$ cat config.mk
export PLATFORM = sky130hd
export DESIGN_NAME = maze_solver_ctrl
export DESIGN_NICKNAME = d
export VERILOG_FILES = /design/src/rtl/maze_solver_ctrl.sv
export SDC_FILE = /design/constraint.sdc
export NUM_CORES = 1
export LEC_CHECK = 0
export BUFFER_PORTS_ARGS = -buffer_cell sky130_fd_sc_hd__buf_2
export CORE_ASPECT_RATIO = 1.75
export CORE_UTILIZATION = 50
export DETAILED_ROUTE_END_ITERATION = 12
export PLACE_DENSITY = 0.65
export SLEW_MARGIN = 10
export SYNTH_ARGS = -nofsm -noshare
export SYNTH_HDL_FRONTEND = slang
export SYNTH_SLANG_ARGS = --single-unit
$ cat constraint.sdc
create_clock -name clk -period 14.1 [get_ports clk]
set_clock_uncertainty 0.05 [all_clocks]
set_input_delay 2.115 -clock clk [delete_from_list [all_inputs] [get_ports clk]]
set_output_delay 2.115 -clock clk [all_outputs]
set_load 0.005 [all_outputs]
$ cat src/rtl/maze_solver_ctrl.sv
// -----------------------------------------------------------------------------
// maze_solver_ctrl
//
// Depth-first maze solver. It drives a 16x16 one-bit maze memory, walks from
// (START_X, START_Y) toward (GOAL_X, GOAL_Y), and marks every cell it enters by
// writing 1. The current path is kept as a stack of 2-bit moves. On a dead end
// the solver pops moves to backtrack.
//
// Directions: 0 = right (x+1), 1 = down (y+1), 2 = left (x-1), 3 = up (y-1).
// Memory cell value: 0 = open, 1 = wall or already visited.
//
// Ports
//   clk         rising-edge clock
//   rst         asynchronous active-low reset
//   start       one-cycle pulse; begins a solve when idle
//   mem_rd      read strobe (memory read is combinational)
//   mem_wr      write strobe
//   mem_x/y     memory column / row address
//   mem_din     write data (1 whenever mem_wr is high)
//   mem_dout    read data from memory
//   busy        solve in progress
//   done        goal reached; held until the next start
//   fail        no path or stack overflow; held until the next start
//   path_len    current stack depth (moves on the current path)
//
// Optional build macro PATH_READOUT_EN adds a streaming readout of the solved
// path after the goal is reached:
//   path_valid  stack entry available
//   path_dir    stack entry (held stable until accepted)
//   path_ready  consumer accepts the entry
// -----------------------------------------------------------------------------
module maze_solver_ctrl #(
   parameter int unsigned START_X     = 0,
   parameter int unsigned START_Y     = 0,
   parameter int unsigned GOAL_X      = 15,
   parameter int unsigned GOAL_Y      = 15,
   parameter int unsigned STACK_DEPTH = 256
) (
   input  logic       clk,
   input  logic       rst,
   input  logic       start,
   output logic       mem_rd,
   output logic       mem_wr,
   output logic [3:0] mem_x,
   output logic [3:0] mem_y,
   output logic       mem_din,
   input  logic       mem_dout,
   output logic       busy,
   output logic       done,
   output logic       fail,
   output logic [8:0] path_len
`ifdef PATH_READOUT_EN
   ,
   output logic       path_valid,
   output logic [1:0] path_dir,
   input  logic       path_ready
`endif
);

   localparam int unsigned SP_W  = $clog2(STACK_DEPTH) + 1;
   localparam int unsigned IDX_W = (STACK_DEPTH > 1) ? $clog2(STACK_DEPTH) : 1;

   localparam logic [3:0]      START_X_C = 4'(START_X);
   localparam logic [3:0]      START_Y_C = 4'(START_Y);
   localparam logic [3:0]      GOAL_X_C  = 4'(GOAL_X);
   localparam logic [3:0]      GOAL_Y_C  = 4'(GOAL_Y);
   localparam logic [SP_W-1:0] SP_FULL   = SP_W'(STACK_DEPTH);

   typedef enum logic [2:0] {
      S_IDLE,
      S_MARK,
      S_PROBE,
      S_BACK,
      S_FINISH,
      S_FAIL
`ifdef PATH_READOUT_EN
      ,
      S_READOUT
`endif
   } state_e;

   // True when moving one step in direction d stays inside the 16x16 grid.
   function automatic logic in_bounds(input logic [3:0] x, input logic [3:0] y,
                                      input logic [1:0] d);
      case (d)
         2'd0:    in_bounds = (x != 4'd15);
         2'd1:    in_bounds = (y != 4'd15);
         2'd2:    in_bounds = (x != 4'd0);
         default: in_bounds = (y != 4'd0);
      endcase
   endfunction

   // Coordinates {x, y} after one step in direction d.
   function automatic logic [7:0] step(input logic [3:0] x, input logic [3:0] y,
                                      input logic [1:0] d);
      logic [3:0] nx;
      logic [3:0] ny;
      nx = x;
      ny = y;
      case (d)
         2'd0:    nx = x + 4'd1;
         2'd1:    ny = y + 4'd1;
         2'd2:    nx = x - 4'd1;
         default: ny = y - 4'd1;
      endcase
      return {nx, ny};
   endfunction

   state_e          state_q, state_d;
   logic [3:0]      pos_x_q, pos_x_d;
   logic [3:0]      pos_y_q, pos_y_d;
   logic [1:0]      dir_q, dir_d;
   logic [SP_W-1:0] sp_q, sp_d;
   logic            busy_q, busy_d;
   logic            done_q, done_d;
   logic            fail_q, fail_d;

   logic [1:0]      stack_q [STACK_DEPTH];
   logic            push_en;
   logic [IDX_W-1:0] push_idx;
   logic [IDX_W-1:0] pop_idx;
   logic [1:0]      pop_dir;

   logic            nb_ok;
   logic [3:0]      nb_x, nb_y;
   logic [3:0]      bk_x, bk_y;
   logic            sample;

`ifdef PATH_READOUT_EN
   logic [SP_W-1:0] rd_idx_q, rd_idx_d;
`endif

   assign push_idx = sp_q[IDX_W-1:0];
   assign pop_idx  = IDX_W'(sp_q - SP_W'(1));
   assign pop_dir  = stack_q[pop_idx];

   assign nb_ok        = in_bounds(pos_x_q, pos_y_q, dir_q);
   assign {nb_x, nb_y} = step(pos_x_q, pos_y_q, dir_q);
   // Backtracking undoes a move: the opposite direction is d with bit 1 flipped.
   assign {bk_x, bk_y} = step(pos_x_q, pos_y_q, pop_dir ^ 2'd2);
   // An out-of-bounds neighbour is never read and behaves like a wall.
   assign sample       = nb_ok ? mem_dout : 1'b1;

   // NOTE: every signal assigned in this block gets a default first, so no
   // path through the case statement can leave one unassigned and infer a latch.
   always_comb begin
      state_d = state_q;
      pos_x_d = pos_x_q;
      pos_y_d = pos_y_q;
      dir_d   = dir_q;
      sp_d    = sp_q;
      busy_d  = busy_q;
      done_d  = done_q;
      fail_d  = fail_q;
      push_en = 1'b0;
      mem_rd  = 1'b0;
      mem_wr  = 1'b0;
      mem_x   = 4'd0;
      mem_y   = 4'd0;
      mem_din = 1'b0;
`ifdef PATH_READOUT_EN
      rd_idx_d = rd_idx_q;
`endif

      case (state_q)
         S_IDLE: begin
            if (start) begin
               pos_x_d = START_X_C;
               pos_y_d = START_Y_C;
               dir_d   = 2'd0;
               sp_d    = '0;
               done_d  = 1'b0;
               fail_d  = 1'b0;
               busy_d  = 1'b1;
               state_d = S_MARK;
            end
         end

         S_MARK: begin
            mem_wr  = 1'b1;
            mem_din = 1'b1;
            mem_x   = pos_x_q;
            mem_y   = pos_y_q;
            if (pos_x_q == GOAL_X_C && pos_y_q == GOAL_Y_C) state_d = S_FINISH;
            else                                            state_d = S_PROBE;
         end

         S_PROBE: begin
            if (nb_ok) begin
               mem_rd = 1'b1;
               mem_x  = nb_x;
               mem_y  = nb_y;
            end
            if (!sample) begin
               if (sp_q == SP_FULL) begin
                  state_d = S_FAIL;
               end else begin
                  push_en = 1'b1;
                  sp_d    = sp_q + SP_W'(1);
                  pos_x_d = nb_x;
                  pos_y_d = nb_y;
                  dir_d   = 2'd0;
                  state_d = S_MARK;
               end
            end else if (dir_q != 2'd3) begin
               dir_d = dir_q + 2'd1;
            end else begin
               state_d = S_BACK;
            end
         end

         S_BACK: begin
            if (sp_q == '0) begin
               state_d = S_FAIL;
            end else begin
               sp_d    = sp_q - SP_W'(1);
               pos_x_d = bk_x;
               pos_y_d = bk_y;
               // A popped "up" move has no untried direction left at the parent.
               if (pop_dir != 2'd3) begin
                  dir_d   = pop_dir + 2'd1;
                  state_d = S_PROBE;
               end
            end
         end

         S_FINISH: begin
            done_d = 1'b1;
            busy_d = 1'b0;
`ifdef PATH_READOUT_EN
            rd_idx_d = '0;
            state_d  = S_READOUT;
`else
            state_d  = S_IDLE;
`endif
         end

         S_FAIL: begin
            fail_d  = 1'b1;
            busy_d  = 1'b0;
            state_d = S_IDLE;
         end

`ifdef PATH_READOUT_EN
         S_READOUT: begin
            if (rd_idx_q == sp_q) begin
               state_d = S_IDLE;
            end else if (path_ready) begin
               rd_idx_d = rd_idx_q + SP_W'(1);
               if (rd_idx_q + SP_W'(1) == sp_q) state_d = S_IDLE;
            end
         end
`endif

         default: state_d = S_IDLE;
      endcase
   end

   // NOTE: state registers use non-blocking assignments so every flop samples
   // the values from before the clock edge, independent of statement order.
   always_ff @(posedge clk or negedge rst) begin
      if (!rst) begin
         state_q <= S_IDLE;
         pos_x_q <= 4'd0;
         pos_y_q <= 4'd0;
         dir_q   <= 2'd0;
         sp_q    <= '0;
         busy_q  <= 1'b0;
         done_q  <= 1'b0;
         fail_q  <= 1'b0;
`ifdef PATH_READOUT_EN
         rd_idx_q <= '0;
`endif
      end else begin
         state_q <= state_d;
         pos_x_q <= pos_x_d;
         pos_y_q <= pos_y_d;
         dir_q   <= dir_d;
         sp_q    <= sp_d;
         busy_q  <= busy_d;
         done_q  <= done_d;
         fail_q  <= fail_d;
`ifdef PATH_READOUT_EN
         rd_idx_q <= rd_idx_d;
`endif
      end
   end

   // NOTE: the path stack has no reset; entries above sp are never read, so
   // clearing them would only cost a reset tree on a large array.
   always_ff @(posedge clk) begin
      if (push_en) stack_q[push_idx] <= dir_q;
   end

   assign busy     = busy_q;
   assign done     = done_q;
   assign fail     = fail_q;
   assign path_len = 9'(sp_q);

`ifdef PATH_READOUT_EN
   assign path_valid = (state_q == S_READOUT) && (rd_idx_q != sp_q);
   assign path_dir   = stack_q[rd_idx_q[IDX_W-1:0]];
`endif

endmodule

==> results of run 1 <==
-- metal layers --
layer,up-vias,GRT usage (%),share of wire (%)
met5,-,0,0
met4,0,15.0,6.2
met3,174,3.51,5.7
met2,559,46.7,52
met1,7119,29.7,36
li1,5870,-,-
-- cells in the mapped netlist (5+ instances only) --
master / instances / share of area, %
xnor2_1: 7 / 0.26
nand3_1: 24 / 0.51
clkbuf_1: 64 / 1.0
buf_4: 15 / 0.48
a32oi_1: 7 / 0.26
nor2b_1: 8 / 0.21
and2_1: 11 / 0.29
mux4_2: 122 / 12
nor3_1: 11 / 0.23
buf_6: 6 / 0.29
edfxtp_1: 512 / 65
and3_1: 10 / 0.27
o21ai_0: 38 / 0.81
o31ai_1: 11 / 0.35
nor3b_1: 10 / 0.32
mux4_1: 6 / 0.67
inv_1: 20 / 0.32
nand3b_1: 6 / 0.19
nand2_1: 125 / 2.0
a31oi_1: 5 / 0.13
mux2i_1: 36 / 1.5
o22ai_1: 11 / 0.29
xor2_1: 5 / 0.19
nor2_1: 287 / 4.6
a21oi_1: 19 / 0.40
dfrtp_1: 25 / 2.7
buf_2: 13 / 0.28
mux2_2: 5 / 0.24
ha_1: 16 / 0.85
or3_1: 5 / 0.13
-- flip-flops by register name, indices dropped and copies added (netlist names) --
signal	flops
done	1
fail	1
pos_x_q	4
path_len	9
state_q	3
dir_q	2
busy	1
stack_q	512
pos_y_q	4
-- critical path, cell delays in order (launching register included) --
cell and delay, ns:
dfrtp_4 0.65, inv_4 0.15, ha_4 0.95, buf_4 0.79
mux4_2 0.35, mux4_2 0.27, nand2_1 0.05, and3_1 0.21
o311ai_1 1.02, nand2_1 0.17, ha_1 0.36, nor2_1 0.38
o21bai_1 0.25, o21ai_0 0.22, o21ai_0 0.10
-- cell families (layout without fill, tap and decap cells) --
group / count (synthesis) / after routing / share of synthesized area, %
adder cells (fa/ha/maj): 16 / 16 / 0.850
buffers and inverters: 126 / 163 / 2.67
flip-flops: 537 / 537 / 67.9
AO/OA/AOI/OAI: 141 / 141 / 4.17
AND/OR/NAND/NOR: 521 / 521 / 9.52
multiplexers: 169 / 169 / 14.1
XOR/XNOR: 16 / 16 / 0.770
-- power by group through the flow --
stage                     Combinational, mW  Sequential (mW)  Clock, mW
after global placement                 2.38             2.01          0
final                                  2.42             1.98       1.43
after global routing                   2.54             1.98       1.49
after detailed placement               2.39             2.01          0
after floorplan                        1.65             2.00          0
after CTS                              2.40             1.97       1.44
-- layout make-up --
class                      instances  area [um^2]  share of cell area [%]
timing repair buffer              56          368                    1.42
tap                              583          729                    2.82
inverter                          22         85.1                   0.329
clock buffer                      59         1270                    4.92
multi-input combinational        863         6990                    27.0
clock inverter                    26          424                    1.64
sequential                       537        16000                    61.9
-- path summary, 6_finish.rpt --
check	end	slack, ns
worst max-delay path	pos_y_q[3]	7.92
worst min-delay path	busy	0.45
worst max register to register	pos_y_q[3]	7.92
worst min register to register	busy	0.45
max in group asynchronous	dir_q[0]	11.96
min in group asynchronous	dir_q[1]	1.53
-- through the flow --
step                hold slack [ns]  instances
finish                        0.453       2146
global route                  0.478       2146
CTS                           0.455       2146
detailed placement            0.439       2061
global placement              0.424       2061
floorplan                     0.437       1526
-- placed cells by master, fill, tap and decap left out, types with 15 or more instances in the layout --
master and n:
mux4_2 122, ha_1 15, clkbuf_16 48, nand3_1 21, buf_4 29, buf_2 26
dfrtp_1 22, nor2_1 287, nand2_1 125, a21oi_1 19, mux2i_1 36, inv_1 20
edfxtp_1 512, o21ai_0 38
==> qor.txt, run 1 <==
drt pass-1 iters -> 9
initial antenna violation count -> 0
fin nets -> 1546
worst setup path startpoint -> path_len[0]
syn nets -> 1546
post-synthesis sequential area ratio -> 67.9%
fin worst setup slack -> 7.92 ns
CP required -> 14.48 ns
vias per inst -> 6.39
worst slack at placement -> 8.24 ns
Mapped Cells -> 1526
gr usage total -> 25.9%
Yosys warnings -> 0
core area -> 0.0462 mm^2
cells resized by post-CTS repair -> 0
CTS Sinks -> 537
ant diodes -> 0
initial drt markers -> 1476
Pwr Density -> 225 mW/mm^2
Final Setup Violations -> 0
fin area -> 0.0259 mm^2
total power draw -> 5.82 mW
Tmin final -> 6.18 ns
Int Pwr -> 3.64 mW
Area Growth Syn to Fin -> 9.84%
Post-Syn Area per Cell -> 15.4 um^2
DRC -> 4
ys async rst share -> 4.66%
Lkg Pwr -> 8.31 nW
Min-Delay Path Class -> flop to flop
DP Area -> 0.0242 mm^2
hold buffers post-CTS -> 0
fmax -> 162 MHz
drt wl/cell -> 28.6 um
FF-to-FF Start -> path_len[0]
Post-synth EDFFs -> 512
clock power share -> 24.5%
RSZ-0062 raised after global routing -> false
IR drop worst, VDD -> 0.137 mV
Crit Path Max Fanout -> 67
Die X -> 166 um
FILL cells -> 3510
Yosys cell types -> 80
mapped cell area -> 0.0236 mm^2
failing checks -> design-rule violations
setup TNS -> 0 ns
first-pass GRT wire length -> 90200 um
largest net degree at the start of global routing -> 106
CTS root buffer -> clkbuf_16
total gr overflow -> 0
ratio of cells with drive above 1 in the final layout -> 17.8%
Slew @ Worst Pin -> 1.27 ns
Clock transition at path regs -> 0.07 ns
CTS tree -> done
Worst slew margin -> 14.1%
die area -> 0.0480 mm^2
hpwl dp -> 38100 um
I/O pin total -> 27
HP Start -> busy
GPL Wtd Cong -> 0.899
WHS Path Cells -> 1
starting density of the core -> 51.0%
final core utilization -> 56.0%
ANT nets after route -> 0
Net Switching -> 2.18 mW
die height -> 289 um
vias -> 13700
Max Slew Vio Count -> 0
post-CTS setup buffers -> 0
share of power burned in combinational logic -> 41.6%
Crit. End Element -> flop
Reg power frac -> 33.9%
Cell Rows -> 104
top_reg_cell synth -> edfxtp_1
Max Cap Viol -> 0
Tcrit/Tclk final -> 43.8%
Skew-Pair Late Insertion Delay -> 0.58 ns
Max Buffers Root-to-Sink -> 3
total CTS buffers -> 46
Sw Ratio -> 37.4%
status -> complete, but fails checks
crit path kind -> flop to flop
WP data arrival -> 6.56 ns
vias in the first global route -> 14100
Final Hold Viols -> 0
reg2reg path depth -> 14
startpoint types -> flop
port bufs -> 26
H-tree Lvls -> 2
FF+latch count, synth -> 537
final WL -> 61300 um
(Power assumes the default switching activity.)
==> inputs of run 2 (changes only) <==
--- a/config.mk
+++ b/config.mk
@@ -5,11 +5,12 @@
 export SDC_FILE = /design/constraint.sdc
 export NUM_CORES = 1
 export LEC_CHECK = 0
+export ABC_AREA = 1
 export BUFFER_PORTS_ARGS = -buffer_cell sky130_fd_sc_hd__buf_2
 export CORE_ASPECT_RATIO = 1.75
 export CORE_UTILIZATION = 50
 export DETAILED_ROUTE_END_ITERATION = 12
-export PLACE_DENSITY = 0.65
+export PLACE_DENSITY = 0.68
 export SLEW_MARGIN = 10
 export SYNTH_ARGS = -nofsm -noshare
 export SYNTH_HDL_FRONTEND = slang
==> constraint.sdc (replaced) <==
create_clock -name clk -period 5.1 [get_ports clk]
set_clock_uncertainty 0.05 [all_clocks]
set_input_delay 0.765 -clock clk [delete_from_list [all_inputs] [get_ports clk]]
set_output_delay 0.765 -clock clk [all_outputs]
set_load 0.005 [all_outputs]
==> run 2 against run 1 <==
- the flow now finishes without violations
- sequential share of layout area down 1.3 points
- cell area up 2.2%
- hold slack worse by 0.29 ns
- die area up 3.2%
- synthesized cell count up 54%
- combinational power rose to 3.0 times the previous value
- fmax up 32%
- first-iteration DRC count up 14%
- flip-flop and latch count unchanged
- register-to-register slack worse by 7.5 ns
- count of clock-buffer cells in the layout down 3
- critical endpoint is now pos_y_q[1]
==> qor.txt, run 2 <==
Max Cap Viol -> 0
final WL -> 64000 um
Pwr Density -> 607 mW/mm^2
cells resized by post-CTS repair -> 0
Lkg Pwr -> 9.55 nW
RSZ-0062 raised after global routing -> false
most frequent cells in the layout -> nand2_1 (547), edfxtp_1 (512), nor2_1 (363)
Tcrit/Tclk final -> 92.1%
mapped cell area -> 0.0243 mm^2
post-CTS setup buffers -> 0
post-synthesis sequential area ratio -> 65.8%
Synth area leaders -> edfxtp_1 (63%), nand2_1 (8.5%), nand3_1 (6.6%)
port bufs -> 26
fin area -> 0.0264 mm^2
fmax -> 213 MHz
vias in the first global route -> 17200
FF-to-FF Start -> path_len[0]
Die X -> 169 um
Post-synth EDFFs -> 512
share of the synthesized area in the top cell type -> 63.2%
top_reg_cell synth -> edfxtp_1
Crit. End Element -> flop
syn nets -> 2376
Min-Delay Path Class -> input pin to async pin
Max stage delay cell, worst path -> dfrtp_4
total gr overflow -> 0
Worst slew margin -> 0.735%
Yosys cell types -> 45
Area Growth Syn to Fin -> 8.73%
Yosys warnings -> 0
starting density of the core -> 50.8%
DP Area -> 0.0250 mm^2
ratio of cells with drive above 1 in the final layout -> 8.45%
Synth area leader -> edfxtp_1
FF+latch count, synth -> 537
vias per inst -> 5.82
first-pass GRT wire length -> 97400 um
die area -> 0.0495 mm^2
Buf+Inv Stages, Crit Path -> 4
hpwl dp -> 36700 um
Commonest cells post-synth -> nand2_1 (551), edfxtp_1 (512), nor2_1 (363)
setup TNS -> 0 ns
CP required -> 5.48 ns
Final Setup Violations -> 0
initial antenna violation count -> 0
largest net degree at the start of global routing -> 257
crit path kind -> flop to flop
fin nets -> 2330
initial drt markers -> 1677
crit-path cells -> inv_6 -> buf_12 -> buf_4 -> nor2_1 -> nor2_1 -> nor2_1 -> a211oi_1 -> o211ai_1 -> nand3_1 -> nand3_1 -> nand3_1 -> nand2_1 -> ha_1 -> inv_1 -> a21oi_1 -> nor2_1 -> o21ai_0
Crit Path Max Fanout -> 198
Final Hold Viols -> 0
CP dominant cell by count -> nor2_1
Top reg by flops -> stack_q
vias -> 17400
CTS Sinks -> 537
I/O pin total -> 27
core area -> 0.0479 mm^2
startpoint types -> flop
CTS root buffer -> clkbuf_16
ANT nets after route -> 0
Max Buffers Root-to-Sink -> 3
Largest register FFs -> 512
Slew @ Worst Pin -> 1.49 ns
worst setup path startpoint -> path_len[0]
status -> complete, no violations
hold buffers post-CTS -> 0
Cell Rows -> 106
delay-heaviest family, CP -> buffers and inverters
H-tree Lvls -> 2
CTS tree -> done
Tmin final -> 4.70 ns
ant diodes -> 0
total CTS buffers -> 45
ys async rst share -> 4.66%
Skew-Pair Late Insertion Delay -> 0.57 ns
DRC -> 0
most common cell in the netlist -> nand2_1
Mapped Cells -> 2356
most common cell after layout, fill and taps aside -> nand2_1
drt wl/cell -> 21.4 um
final core utilization -> 55.2%
die height -> 294 um
IR drop worst, VDD -> 0.457 mV
Post-Syn Area per Cell -> 10.3 um^2
Clock transition at path regs -> 0.07 ns
drt pass-1 iters -> 6
GPL Wtd Cong -> 0.887
WP data arrival -> 5.07 ns
Max Slew Vio Count -> 0
CP max stage delay -> 0.61 ns
gr usage total -> 26.2%
[run 2: changes by cell type in the layout (fill, tap and decap cells not counted), sizes merged, moves of 10 or more]
| cell | previous run | this run |
|---|---|---|
| nand2 | 125 | 556 |
| nand3 | 24 | 322 |
| mux4 | 128 | 0 |
| nor2 | 288 | 408 |
| inv | 21 | 115 |
| o21ai | 39 | 86 |
| a21oi | 19 | 61 |
| mux2i | 36 | 11 |
| a22oi | 2 | 25 |
| and2 | 11 | 0 |
| nor3b | 11 | 0 |
| o211ai | 2 | 13 |
| and3 | 10 | 0 |
[run 2: final timing paths]
check                      depth (start not counted)  slack, ns           to
min reg2reg                                        1       0.44         done
max in group asynchronous                          1       4.38  path_len[0]
max reg2reg                                       17       0.40   pos_y_q[1]
min in group clk                                   3       0.42         busy
max                                               17       0.40   pos_y_q[1]
min                                                1       0.16   pos_y_q[3]
[run 2: cells by family after synthesis]
group / share of synthesized area (%)
compound gates: 5.28
flops: 65.8
simple gates: 22.8
xor+xnor: 0.463
buf+inv: 4.41
fa+ha+maj: 0.824
mux: 0.453
[run 2: where the power goes]
group / total [mW] / leakage (nW) / switching, mW / internal, mW
clock network: 3.42 / 0.695 / 1.55 / 1.87
registers: 5.42 / 5.02 / 0.193 / 5.23
logic: 7.20 / 3.84 / 5.18 / 2.01
total: 16.0 / 9.55 / 6.93 / 9.11
[run 2: metal layers]
layer | GRT usage (%) | wire length (um) | vias to the layer above
met5 | 0 | 0 | -
met4 | 13.7 | 3360 | 0
met2 | 47.5 | 33600 | 699
li1 | - | - | 7983
met3 | 3.34 | 4290 | 189
met1 | 30.0 | 22800 | 8533
[run 2: worst register-to-register path, stage by stage (launching register included)]
cell and delay (ns):
dfrtp_4 0.61, inv_6 0.26, buf_12 0.49, buf_4 0.80
nor2_1 0.08, nor2_1 0.10, nor2_1 0.05, a211oi_1 0.30
o211ai_1 0.27, nand3_1 0.18, nand3_1 0.09, nand3_1 0.09
nand2_1 0.16, ha_1 0.31, inv_1 0.13, a21oi_1 0.10
nor2_1 0.36, o21ai_0 0.15
[run 2: metrics by stage]
stage                     hold slack, ns  setup WS (ns)  cells  power (mW)
after floorplan                    0.419          0.698   2356        10.1
after global placement             0.427          0.494   2911        12.6
final                              0.160          0.403   2991        16.0
after CTS                          0.164          0.462   2991        16.0
after detailed placement           0.427          0.482   2911        12.6
after global routing               0.189         0.0628   2991        16.8
[run 2: final cells by class]
cell class              instances  area (um^2)
clock inverters                24          239
flip-flops and latches        537        16000
clock buffers                  56         1190
well taps                     648          811
multi-input cells            1556         7310
fillers                      4096        21400
repair buffers                 55          435
inverters                     115          442
